File: src/rtl/transmissor_malha_pkg.sv
// Shared types and helpers for the occupancy-grid frame serializer.
package mapas_pkg;

  typedef logic [1:0] celula_t;

  typedef enum logic [1:0] {
    OCIOSO,
    CABECALHO,
    DADOS,
    CHECKSUM
  } estado_t;

  localparam logic [7:0] CABECALHO_PADRAO = 8'hA5;

  // Largest grid side the packing helper accepts
  localparam int unsigned TAMANHO_MAX = 32;

  function automatic int unsigned numBytes(input int unsigned n);
    return (n * n + 3) / 4;
  endfunction

  localparam int unsigned BITS_MAX = 8 * numBytes(TAMANHO_MAX);

  // Snapshot is stored flattened with four 2-bit cells per byte, padding zeroed
  function automatic logic [7:0] empacota(input logic [BITS_MAX-1:0] snapshot,
                                          input int unsigned k);
    return snapshot[8*k +: 8];
  endfunction

endpackage

File: src/rtl/transmissor_malha_if.sv
// Byte stream handshake between the grid serializer and the host link.
interface transmissor_malha_if;
  logic [7:0] dadoSaida;
  logic       dadoValido;
  logic       dadoPronto;

  modport master (output dadoSaida, output dadoValido, input dadoPronto);
  modport slave  (input dadoSaida, input dadoValido, output dadoPronto);
endinterface

File: src/rtl/transmissor_malha.sv
// Snapshots the mapper grid on each completed update and streams it as a byte frame.
// Define MALHA_CHECKSUM_EN to append an XOR checksum byte after the data bytes.
module transmissor_malha #(
  parameter int unsigned TamanhoMalha = 9,
  parameter logic [7:0]  CABECALHO    = mapas_pkg::CABECALHO_PADRAO
) (
  input  logic                  clock,
  input  logic                  reset,
  input  mapas_pkg::celula_t    malha [TamanhoMalha*TamanhoMalha],
  input  logic                  operacaoFinalizada,
  transmissor_malha_if.master   saida,
  output logic                  ocupado,
  output logic                  quadroEnviado
);
  import mapas_pkg::*;

  localparam int unsigned NC = TamanhoMalha * TamanhoMalha;
  localparam int unsigned NB = numBytes(TamanhoMalha);
  localparam int unsigned LC = $clog2(NB + 1);
  localparam logic [LC-1:0] ULTIMO = LC'(NB - 1);

  estado_t          estado, estadoProx;
  logic             opQ, pendente, borda, aceite, ultimoDado;
  logic [LC-1:0]    contador;
  logic [8*NB-1:0]  snapshot, malhaPlana;
  logic [BITS_MAX-1:0] snapshotEstendido;
`ifdef MALHA_CHECKSUM_EN
  logic [7:0]       somaXor;
`endif

  always_comb begin
    malhaPlana = '0;
    for (int unsigned i = 0; i < NC; i++) begin
      malhaPlana[2*i +: 2] = malha[i];
    end
  end

  assign snapshotEstendido = BITS_MAX'(snapshot);
  assign borda      = operacaoFinalizada & ~opQ;
  assign ultimoDado = (contador == ULTIMO);
  assign ocupado    = (estado != OCIOSO);

  always_comb begin
    estadoProx       = estado;
    saida.dadoValido = 1'b0;
    saida.dadoSaida  = '0;
    case (estado)
      OCIOSO: begin
        if (borda || pendente) estadoProx = mapas_pkg::CABECALHO;
      end
      mapas_pkg::CABECALHO: begin
        saida.dadoValido = 1'b1;
        saida.dadoSaida  = CABECALHO;
        if (saida.dadoPronto) estadoProx = DADOS;
      end
      DADOS: begin
        saida.dadoValido = 1'b1;
        saida.dadoSaida  = empacota(snapshotEstendido, 32'(contador));
        if (saida.dadoPronto && ultimoDado) begin
`ifdef MALHA_CHECKSUM_EN
          estadoProx = CHECKSUM;
`else
          estadoProx = OCIOSO;
`endif
        end
      end
`ifdef MALHA_CHECKSUM_EN
      CHECKSUM: begin
        saida.dadoValido = 1'b1;
        saida.dadoSaida  = somaXor;
        if (saida.dadoPronto) estadoProx = OCIOSO;
      end
`endif
      default: estadoProx = OCIOSO;
    endcase
    aceite = saida.dadoValido & saida.dadoPronto;
  end

  always_ff @(posedge clock) begin
    if (reset) begin
      estado        <= OCIOSO;
      opQ           <= 1'b0;
      pendente      <= 1'b0;
      quadroEnviado <= 1'b0;
      contador      <= '0;
      snapshot      <= '0;
    end else begin
      estado        <= estadoProx;
      opQ           <= operacaoFinalizada;
      // Only the final accept of a frame leads back to OCIOSO
      quadroEnviado <= aceite && (estadoProx == OCIOSO);

      if (estado == OCIOSO) begin
        if (borda || pendente) begin
          snapshot <= malhaPlana;
          pendente <= 1'b0;
        end
      end else if (borda) begin
        pendente <= 1'b1;
      end

      if (estado == mapas_pkg::CABECALHO && aceite) begin
        contador <= '0;
      end else if (estado == DADOS && aceite && !ultimoDado) begin
        contador <= contador + LC'(1);
      end
    end
  end

`ifdef MALHA_CHECKSUM_EN
  always_ff @(posedge clock) begin
    if (reset) begin
      somaXor <= '0;
    end else if (estado == mapas_pkg::CABECALHO && aceite) begin
      somaXor <= '0;
    end else if (estado == DADOS && aceite) begin
      somaXor <= somaXor ^ saida.dadoSaida;
    end
  end
`endif

endmodule
File: src/flat_wrapper.sv
// flat-port wrapper written by rule: the top's interface ports become plain ports
module transmissor_malha_flat import mapas_pkg::*;
#(
  parameter int unsigned TamanhoMalha = 9,
  parameter logic [7:0]  CABECALHO    = mapas_pkg::CABECALHO_PADRAO
)
  (clock, reset, malha, operacaoFinalizada, ocupado, quadroEnviado, saida_dadoSaida, saida_dadoValido, saida_dadoPronto);
  transmissor_malha_if saida_i ();
  input  logic clock;
  input  logic reset;
  input  mapas_pkg::celula_t malha[TamanhoMalha*TamanhoMalha];
  input  logic operacaoFinalizada;
  output logic ocupado;
  output logic quadroEnviado;
  output wire logic [$bits(saida_i.dadoSaida)-1:0] saida_dadoSaida;
  output wire logic [$bits(saida_i.dadoValido)-1:0] saida_dadoValido;
  input wire logic [$bits(saida_i.dadoPronto)-1:0] saida_dadoPronto;
  assign saida_dadoSaida = saida_i.dadoSaida;
  assign saida_dadoValido = saida_i.dadoValido;
  assign saida_i.dadoPronto = saida_dadoPronto;
  transmissor_malha #(.TamanhoMalha(TamanhoMalha), .CABECALHO(CABECALHO)) u_core (.clock(clock), .reset(reset), .malha(malha), .operacaoFinalizada(operacaoFinalizada), .saida(saida_i), .ocupado(ocupado), .quadroEnviado(quadroEnviado));
endmodule
File: config.mk
export PLATFORM = sky130hd
export DESIGN_NAME = transmissor_malha_flat
export DESIGN_NICKNAME = d
export VERILOG_FILES = /design/src/rtl/transmissor_malha_pkg.sv /design/src/rtl/transmissor_malha_if.sv /design/src/rtl/transmissor_malha.sv /design/src/flat_wrapper.sv
export SDC_FILE = /design/constraint.sdc
export NUM_CORES = 1
export LEC_CHECK = 0
export CORE_UTILIZATION = 50
export DETAILED_ROUTE_END_ITERATION = 8
export PLACE_DENSITY = 0.8
export SYNTH_ARGS = -nofsm -noshare
export SYNTH_HDL_FRONTEND = slang
export SYNTH_SLANG_ARGS = --single-unit
File: constraint.sdc
create_clock -name clock -period 3.1 [get_ports clock]
set_clock_uncertainty 0.05 [all_clocks]
set_input_delay 0.775 -clock clock [delete_from_list [all_inputs] [get_ports clock]]
set_output_delay 0.775 -clock clock [all_outputs]
set_load 0.05 [all_outputs]
# == After elaboration in Yosys (flattened, before gate mapping) ==
# Index checks and enable logic that the tools add are counted.
# totals
latch_bits,0
romBits,0
register_bits,172
word_cells,39
ram_bits,0
output_inout_bits,11
n_memories,0
in_bits,166
# op_classes
shift,1
bitwise,3
muxes,9
magnitude_cmp,0
n_mul,0
addsub,1
n_eq_ne,4
n_div,0
reduce_logical,15
# op_table
cell,count
2048-bit by 9-bit variable part select with 8-bit output,1
8-bit one-hot mux with 2 select lines,1
2-bit two-way mux,3
2-bit one-hot mux with 3 select lines,1
"5-bit by 1-bit adder with 5-bit output, second input constant",1
"5-bit == test, second input constant",1
1-bit logical AND,5
2-bit zero test,2
1-bit two-way mux,4
2-bit AND reduction,2
2-bit nonzero test,2
2-bit OR reduction,2
1-bit bitwise AND,2
"2-bit by 1-bit == test with 1-bit output, second input constant",1
"2-bit == test, second input constant",1
"2-bit != test, second input constant",1
1-bit zero test,1
1-bit logical OR,1
1-bit inverter,1

# == Logic depth before layout (Yosys ltp) ==
# Gate-level depths: netlist of run 1.
# logic_depth
depth_word,7
ltp_mapped,10
mapped_depth_nobuf,7

# == Worst setup path after synthesis of run 1 ==
# Ideal clock, no wire load.
# synth_path
path_kind,register -> output
start,register u_core.estado[1]
end,output saida_dadoSaida[3]
arrival_time_ps,2949
required_ps,2275
path_stages_with_launch,7
path_slack_ps,-674
path_buffers,1
path_cell_list,dfxtp_1 -> inv_1 -> ha_1 -> clkbuf_1 -> nand2_1 -> or3_1 -> o31ai_1
# synth_via
elab_chain_cells,2
elab_cells_between_ends,3
cone_classes,eq/ne (2); mux (1)
# synth_rtl
item,line_no,source
"start, declared",transmissor_malha.sv:22,"estado_t estado, estadoProx;"
"start signal, assigned",transmissor_malha.sv:88,estado <= estadoProx;
2-bit == test / 2-bit by 1-bit == test with 1-bit output (equally long branches),transmissor_malha.sv:47,case (estado)
8-bit one-hot mux with 2 select lines (*),transmissor_malha.sv:47,
"end, declared",flat_wrapper.sv:15,output wire logic [$bits(saida_i.dadoSaida)-1:0] saida_dadoSaida;
# Every way passes the cells marked *; elsewhere a longest branch is shown, timed or not.

# == Final worst setup path of run 1 ==
# layout_path
start,register u_core.contador[0]
end,output saida_dadoSaida[7]
# layout_via
elab_chain_cells,2
# layout_rtl
item,line_no,source
"start, declared",transmissor_malha.sv:24,logic [LC-1:0] contador;
"start signal, assigned",transmissor_malha.sv:105,contador <= contador + LC'(1);
2048-bit by 9-bit variable part select with 8-bit output,transmissor_malha_pkg.sv:27,return snapshot[8*k +: 8];
8-bit one-hot mux with 2 select lines,transmissor_malha.sv:47,
# Every way passes these cells.

==> results.toml, run 1 <==
[sta]
slew-limit-headroom_pct = 57.9
fin_ws_ps = -161
tightest_slew_ps = 631
period_share_pct = 105
setup_viol = 7
rsz0062_at_grt = "true"
hold_viol_final = 0
finalMaxSlewViolations = 0
clock.fmax_mhz = 307
period_needed_ps = 3260
whs_ps = 403

[setup_path]
required_ps = 2270
critical-path-top-delay-family = "multiplexers"
cp_max_fo = 7
path_class = "reg2out"
cp-end-kind = "output pin"
crit_arrival_ps = 2440
rrSetupSlack_ps = 740
path_buf_inv = 1
slowest_delay_ps = 500
startpoint_type = "flip-flop"
critPathLaunch = "u_core.contador[0]"
cp_cell_sequence = "mux4_2 -> mux2_2 -> a222oi_1 -> o21ai_1 -> buf_6"
slowest_stage = "mux4_2"
reg2reg_from = "u_core.contador[0]"

[min_path]
hold_class = "reg2reg"
hold_start = "u_core.snapshot[147]"

[clocking]
clock-sinks = 172
path_clk_slew_ps = 70
cts_tree = "built"
clkLatencyLatePin_ps = 430
clock-root-buffer = "clkbuf_16"
htree_num_levels = 4
cts_max_path_buffers = 2
numCtsBuffers = 17

[floorplan]
ios = 177
rows = 44
start_util_pct = 51.5
chipHeight_um = 125
fp.dieW_um = 125
core_area_um2 = 14600
dieArea_um2 = 15500

[synthesis]
async_reset_ff_share_pct = 0
syn-num-nets = 1070
yosysSeqAreaShare_pct = 45.9
syn_inst = 898
synth_cell_types = 42
netlist_area_um2 = 7510
synth-main-ff-cell = "dfxtp_1"
avgSynthCellArea_um2 = 8.36
yosys_register_bits = 172
synth.top_cell.area_share_pct = 45.9
synth.area.top_cells = "dfxtp_1 (46%), nand2_1 (17%), a21oi_1 (11%), mux4_1 (4.6%), mux4_2 (4.5%)"
synth_edf_count = 0
synth_top_area_cell = "dfxtp_1"
yosys_warnings = 0

[route]
vias = 6942
drt_iter0_markers = 701
drc = 0
routed_via_density = 5.53
dr.pass1.iters = 5
ant_nets = 0
wl_um = 21500
wl_per_cell_um = 17.1

[grt]
grt.total_usage_pct = 28.2
grt_pass1_wl_um = 34300
antenna_found_initial = 0
overflow = 0
grt_max_degree = 85
grt_pass1_vias = 6697

[outcome]
violations = "negative setup slack"
status = "complete, but fails checks"

[finish]
mostFrequentLayoutCells = "nand2_1 (332), a21oi_1 (171), dfxtp_1 (168), clkdlybuf4s50_1 (167), mux4_2 (25)"
drive_gt1_share_pct = 13.5
n_antenna_cell = 0
final_common_cell = "nand2_1"
syn2layout_area_growth_pct = 38.7
utilization_pct = 71.4
num-nets-final = 1231
instances_no_fill = 1256

[placed_design]
gp_routability_congestion = 0.953
place_inst = 1206
io_buffers = 176
dp_hpwl_um = 14800

[pwr]
powerDensity_nw_per_um2 = 560
irDropWorstVdd_uv = 407
fin_total_pwr_mw = 5.84
p_leak_nw = 3.80

[job]
maxCapViolations = 0
[cells in the mapped netlist, types with 2 or more instances]
| cell type | count |
|---|---|
| buf_6 | 2 |
| o22ai_1 | 4 |
| clkbuf_1 | 44 |
| and3_1 | 3 |
| mux4_2 | 15 |
| or3_1 | 3 |
| xnor2_1 | 2 |
| o31ai_1 | 3 |
| nand2b_1 | 2 |
| o21ai_0 | 6 |
| buf_1 | 3 |
| nand2_1 | 333 |
| nor2b_1 | 6 |
| mux2_2 | 12 |
| a222oi_1 | 3 |
| nor2_1 | 9 |
| o21bai_1 | 4 |
| nor4_1 | 2 |
| buf_4 | 3 |
| dfxtp_1 | 172 |
| mux4_1 | 13 |
| xor2_1 | 2 |
| buf_2 | 20 |
| inv_1 | 7 |
| nor3_1 | 6 |
| ha_1 | 6 |
| a2bb2oi_1 | 3 |
| o21ai_1 | 4 |
| a2111oi_0 | 2 |
| mux2i_1 | 21 |
| a21oi_1 | 171 |
| a221oi_1 | 2 |
[worst reg2reg max path: cells and delay by family (launching register included)]
kind          cells  cell delay [ps]
fa+ha+maj         1              200
flops             1              400
xor+xnor          1              110
simple gates      4              940
buf+inv           3              550
[final cells by class]
cell class	instances	area (um2)
well taps	184	230
clock buffers	20	447
multi-input cells	646	3860
inverters	7	26.3
clock inverters	12	161
fillers	1060	4170
repair buffers	215	2240
flip-flops and latches	172	3450
[worst paths after layout]
| check | end | cells after the start |
|---|---|---|
| max | saida_dadoSaida[7] | 5 |
| min | u_core.snapshot[147] | 2 |
| max reg2reg | u_core.contador[3] | 9 |
| min reg2reg | u_core.snapshot[147] | 2 |
[power by group]
| group | total, mW | internal (mW) | leakage [nW] | switching, mW |
|---|---|---|---|---|
| combinational | 1.10 | 0.522 | 2.11 | 0.581 |
| clock | 2.20 | 1.30 | 0.288 | 0.901 |
| sequential | 2.54 | 2.41 | 1.41 | 0.126 |
[sequential cells by signal, indices dropped and copies added (netlist names)]
signal                count
u_core.opQ                1
u_core.estado             2
u_core.snapshot         162
u_core.contador           5
u_core.quadroEnviado      1
u_core.pendente           1
[cells by family (layout without fill, tap and decap cells)]
kind of cell / count (synthesis) / after routing / synth area share (%)
DFF: 172 / 172 / 45.9
muxes: 61 / 61 / 13.6
AOI/OAI and AO/OA: 207 / 207 / 14.9
xor gates and xnor gates: 4 / 4 / 0.467
buffers and inverters: 80 / 254 / 4.90
adders and majority gates: 6 / 6 / 1.00
and+or+nand+nor: 368 / 368 / 19.2
[metrics by stage]
stage | TNS, ps | setup WS, ps | area (um2)
floorplan | 0 | 39.6 | 7570
global placement | 0 | 86.9 | 9470
detailed placement | 0 | 70.6 | 9470
CTS | -426 | -120 | 10300
global route | -999 | -209 | 10400
finish | -530 | -161 | 10400
[repair_timing]
item | 4_1_cts | 5_1_grt
gates cloned | 2 | 0
gates resized for setup | 51 | 16
pin swaps | 8 | 5
endpoints found under the setup margin | 8 | 8
buffers inserted | 12 | 6
hold buffers | 0 | 0
[metal layers]
| layer | global-route usage [%] | wire (um) | share of wire [%] |
|---|---|---|---|
| met2 | 45.6 | 10200 | 48 |
| met4 | 10.5 | 595 | 2.8 |
| met5 | 0 | 0 | 0 |
| met3 | 5.93 | 1310 | 6.1 |
| met1 | 36.9 | 9350 | 44 |
Power figures use the tool's default switching activity.
==> run 2, diff against run 1 <==
Settings changed: SKIP_LAST_GASP from default to 1.
Clock period 3.1 ns to 3.98 ns, I/O delays scaled along.
==> run 2 against run 1 <==
Net effect: clock-buffer cell count is 3 higher; hold slack worse by 2.2 ps; global-route usage is 2.1 points lower; the run now ends clean; first-iteration DRC count is 2.0% lower; largest power group unchanged; utilization is 3.5 points lower; register-to-register slack better by 900 ps; worst setup slack better by 390 ps; clock power is 28% lower; combinational power is 28% lower; sequential share of layout area is 1.6 points higher; critical path depth stayed put; power is 25% lower.
==> results.toml, run 2 (synthesis results as in run 1) <==
[route]
ant_nets = 0
wl_um = 20300
drc = 0
met1_length_um = 9280
routed_via_density = 5.47
maxUsedRoutingLayer = "met4"
routed-wl-met3_um = 1320
dr.pass1.iters = 5
vias = 6721
route.met2.wl_um = 9470
wl_per_cell_um = 16.5
drt_iter0_markers = 687

[min_path]
hold_path_depth = 2
hold_class = "reg2reg"

[setup_path]
path_class = "reg2out"
startpoint_type = "flip-flop"
cp_max_fo = 32
reg2reg_depth = 7
required_ps = 2930
crit_arrival_ps = 2700
cp-end-kind = "output pin"

[pwr]
p_sw_share_pct = 27.2
comb_power_share_pct = 18.2
p_leak_nw = 3.62
irDropWorstVdd_uv = 330
p_switching_mw = 1.19
powerDensity_nw_per_um2 = 440
intPower_mw = 3.17
pwr-share-clk_pct = 36.5
power_frac_seq_pct = 45.3

[finish]
n_antenna_cell = 0
syn2layout_area_growth_pct = 31.9
max_flop_register = "u_core.snapshot"
largest_reg_flops = 162
utilization_pct = 67.9
mostFrequentLayoutCells = "nand2_1 (333), a21oi_1 (171), dfxtp_1 (170), clkdlybuf4s50_1 (167), mux2i_1 (21)"
top_regs = "u_core.snapshot x162, u_core.contador x5, u_core.estado x2"
finalInstanceArea_um2 = 9900
drive_gt1_share_pct = 7.94
fillers = 1144
num-nets-final = 1204
final_common_cell = "nand2_1"

[clocking]
clock-root-buffer = "clkbuf_16"
cts_tree = "built"
post_cts_resize_count = 0
clock-sinks = 172
hold_buffers = 0
numCtsBuffers = 17
path_clk_slew_ps = 60
cts_max_path_buffers = 2
clkLatencyLatePin_ps = 420
htree_num_levels = 4
post_cts_buffers = 0

[grt]
grt_max_degree = 90
antenna_found_initial = 0
grt_pass1_vias = 6236
overflow = 0
grt_pass1_wl_um = 32000
grt.total_usage_pct = 26.1

[sta]
finalMaxSlewViolations = 0
rsz0062_at_grt = "false"
hold_viol_final = 0
clock.fmax_mhz = 267
period_share_pct = 94.1
setup_viol = 0
period_needed_ps = 3750
tightest_slew_ps = 796
slew-limit-headroom_pct = 46.9

[placed_design]
placed_area_um2 = 9330
io_buffers = 176
gp_routability_congestion = 0.880
dp_hpwl_um = 14400

[floorplan]
fp.dieW_um = 125
rows = 44
chipHeight_um = 125
dieArea_um2 = 15500
start_util_pct = 51.5
core_area_um2 = 14600
ios = 177

[job]
maxCapViolations = 0

[outcome]
status = "finished, final reports clean"
run 2: cell count changes in the layout (fill, tap and decap cells not counted), moves of 5 or more:
cell	previous run	this run
buf_4	24	14
buf_6	12	0
mux4_1	3	13
mux4_2	25	15
o21ai_0	1	6
run 2: metrics by stage:
stage               TNS [ps]  instances  power [mW]  setup WS, ps  hold slack (ps)
global route               0       1229        4.53          33.7              416
CTS                        0       1229        4.36           242              405
finish                     0       1229        4.36           233              401
detailed placement         0       1197        2.79           690              396
global placement           0       1197        2.78           732              388
floorplan              -40.7        898        2.45         -13.6              382
run 2: final cells by class:
class	count	area (um2)	share of cell area, %
inverter	7	26.3	0.265
timing repair buffer	188	1920	19.4
sequential	172	3450	34.8
tap	184	230	2.32
multi-input combinational	646	3710	37.5
clock buffer	23	488	4.93
clock inverter	9	85.1	0.859
run 2: power groups by stage:
stage	combinational [mW]	sequential, mW	clock [mW]
after floorplan	0.486	1.97	0
after global placement	0.774	2.00	0
after detailed placement	0.786	2.01	0
after CTS	0.791	1.97	1.60
after global routing	0.868	1.99	1.68
final	0.792	1.97	1.59
run 2: final timing paths:
check                                           end  slack [ps]           startpoint
worst max-delay path             saida_dadoSaida[7]         230   u_core.contador[1]
worst min-delay path            u_core.snapshot[97]         400  u_core.snapshot[97]
worst max register to register   u_core.contador[3]        1640   u_core.contador[1]
worst min register to register  u_core.snapshot[97]         400  u_core.snapshot[97]
run 2: critical path: stages, from the launching register on:
cell and delay, ps:
dfxtp_2 800, mux4_1 400, mux2_2 300, a222oi_1 380, o21ai_1 160, buf_4 220
run 2: layer usage:
layer | vias up | GRT usage [%]
li1 | 3314 | -
met1 | 3129 | 36.6
met2 | 262 | 41.0
met3 | 16 | 5.15
met4 | 0 | 6.73
met5 | - | 0
==> run 3, diff against run 2 <==
Settings changed: SKIP_CTS_REPAIR_TIMING from default to 1.
==> results of run 3 <==
The final DEF is identical to that of run 2; final timing and power are the same.
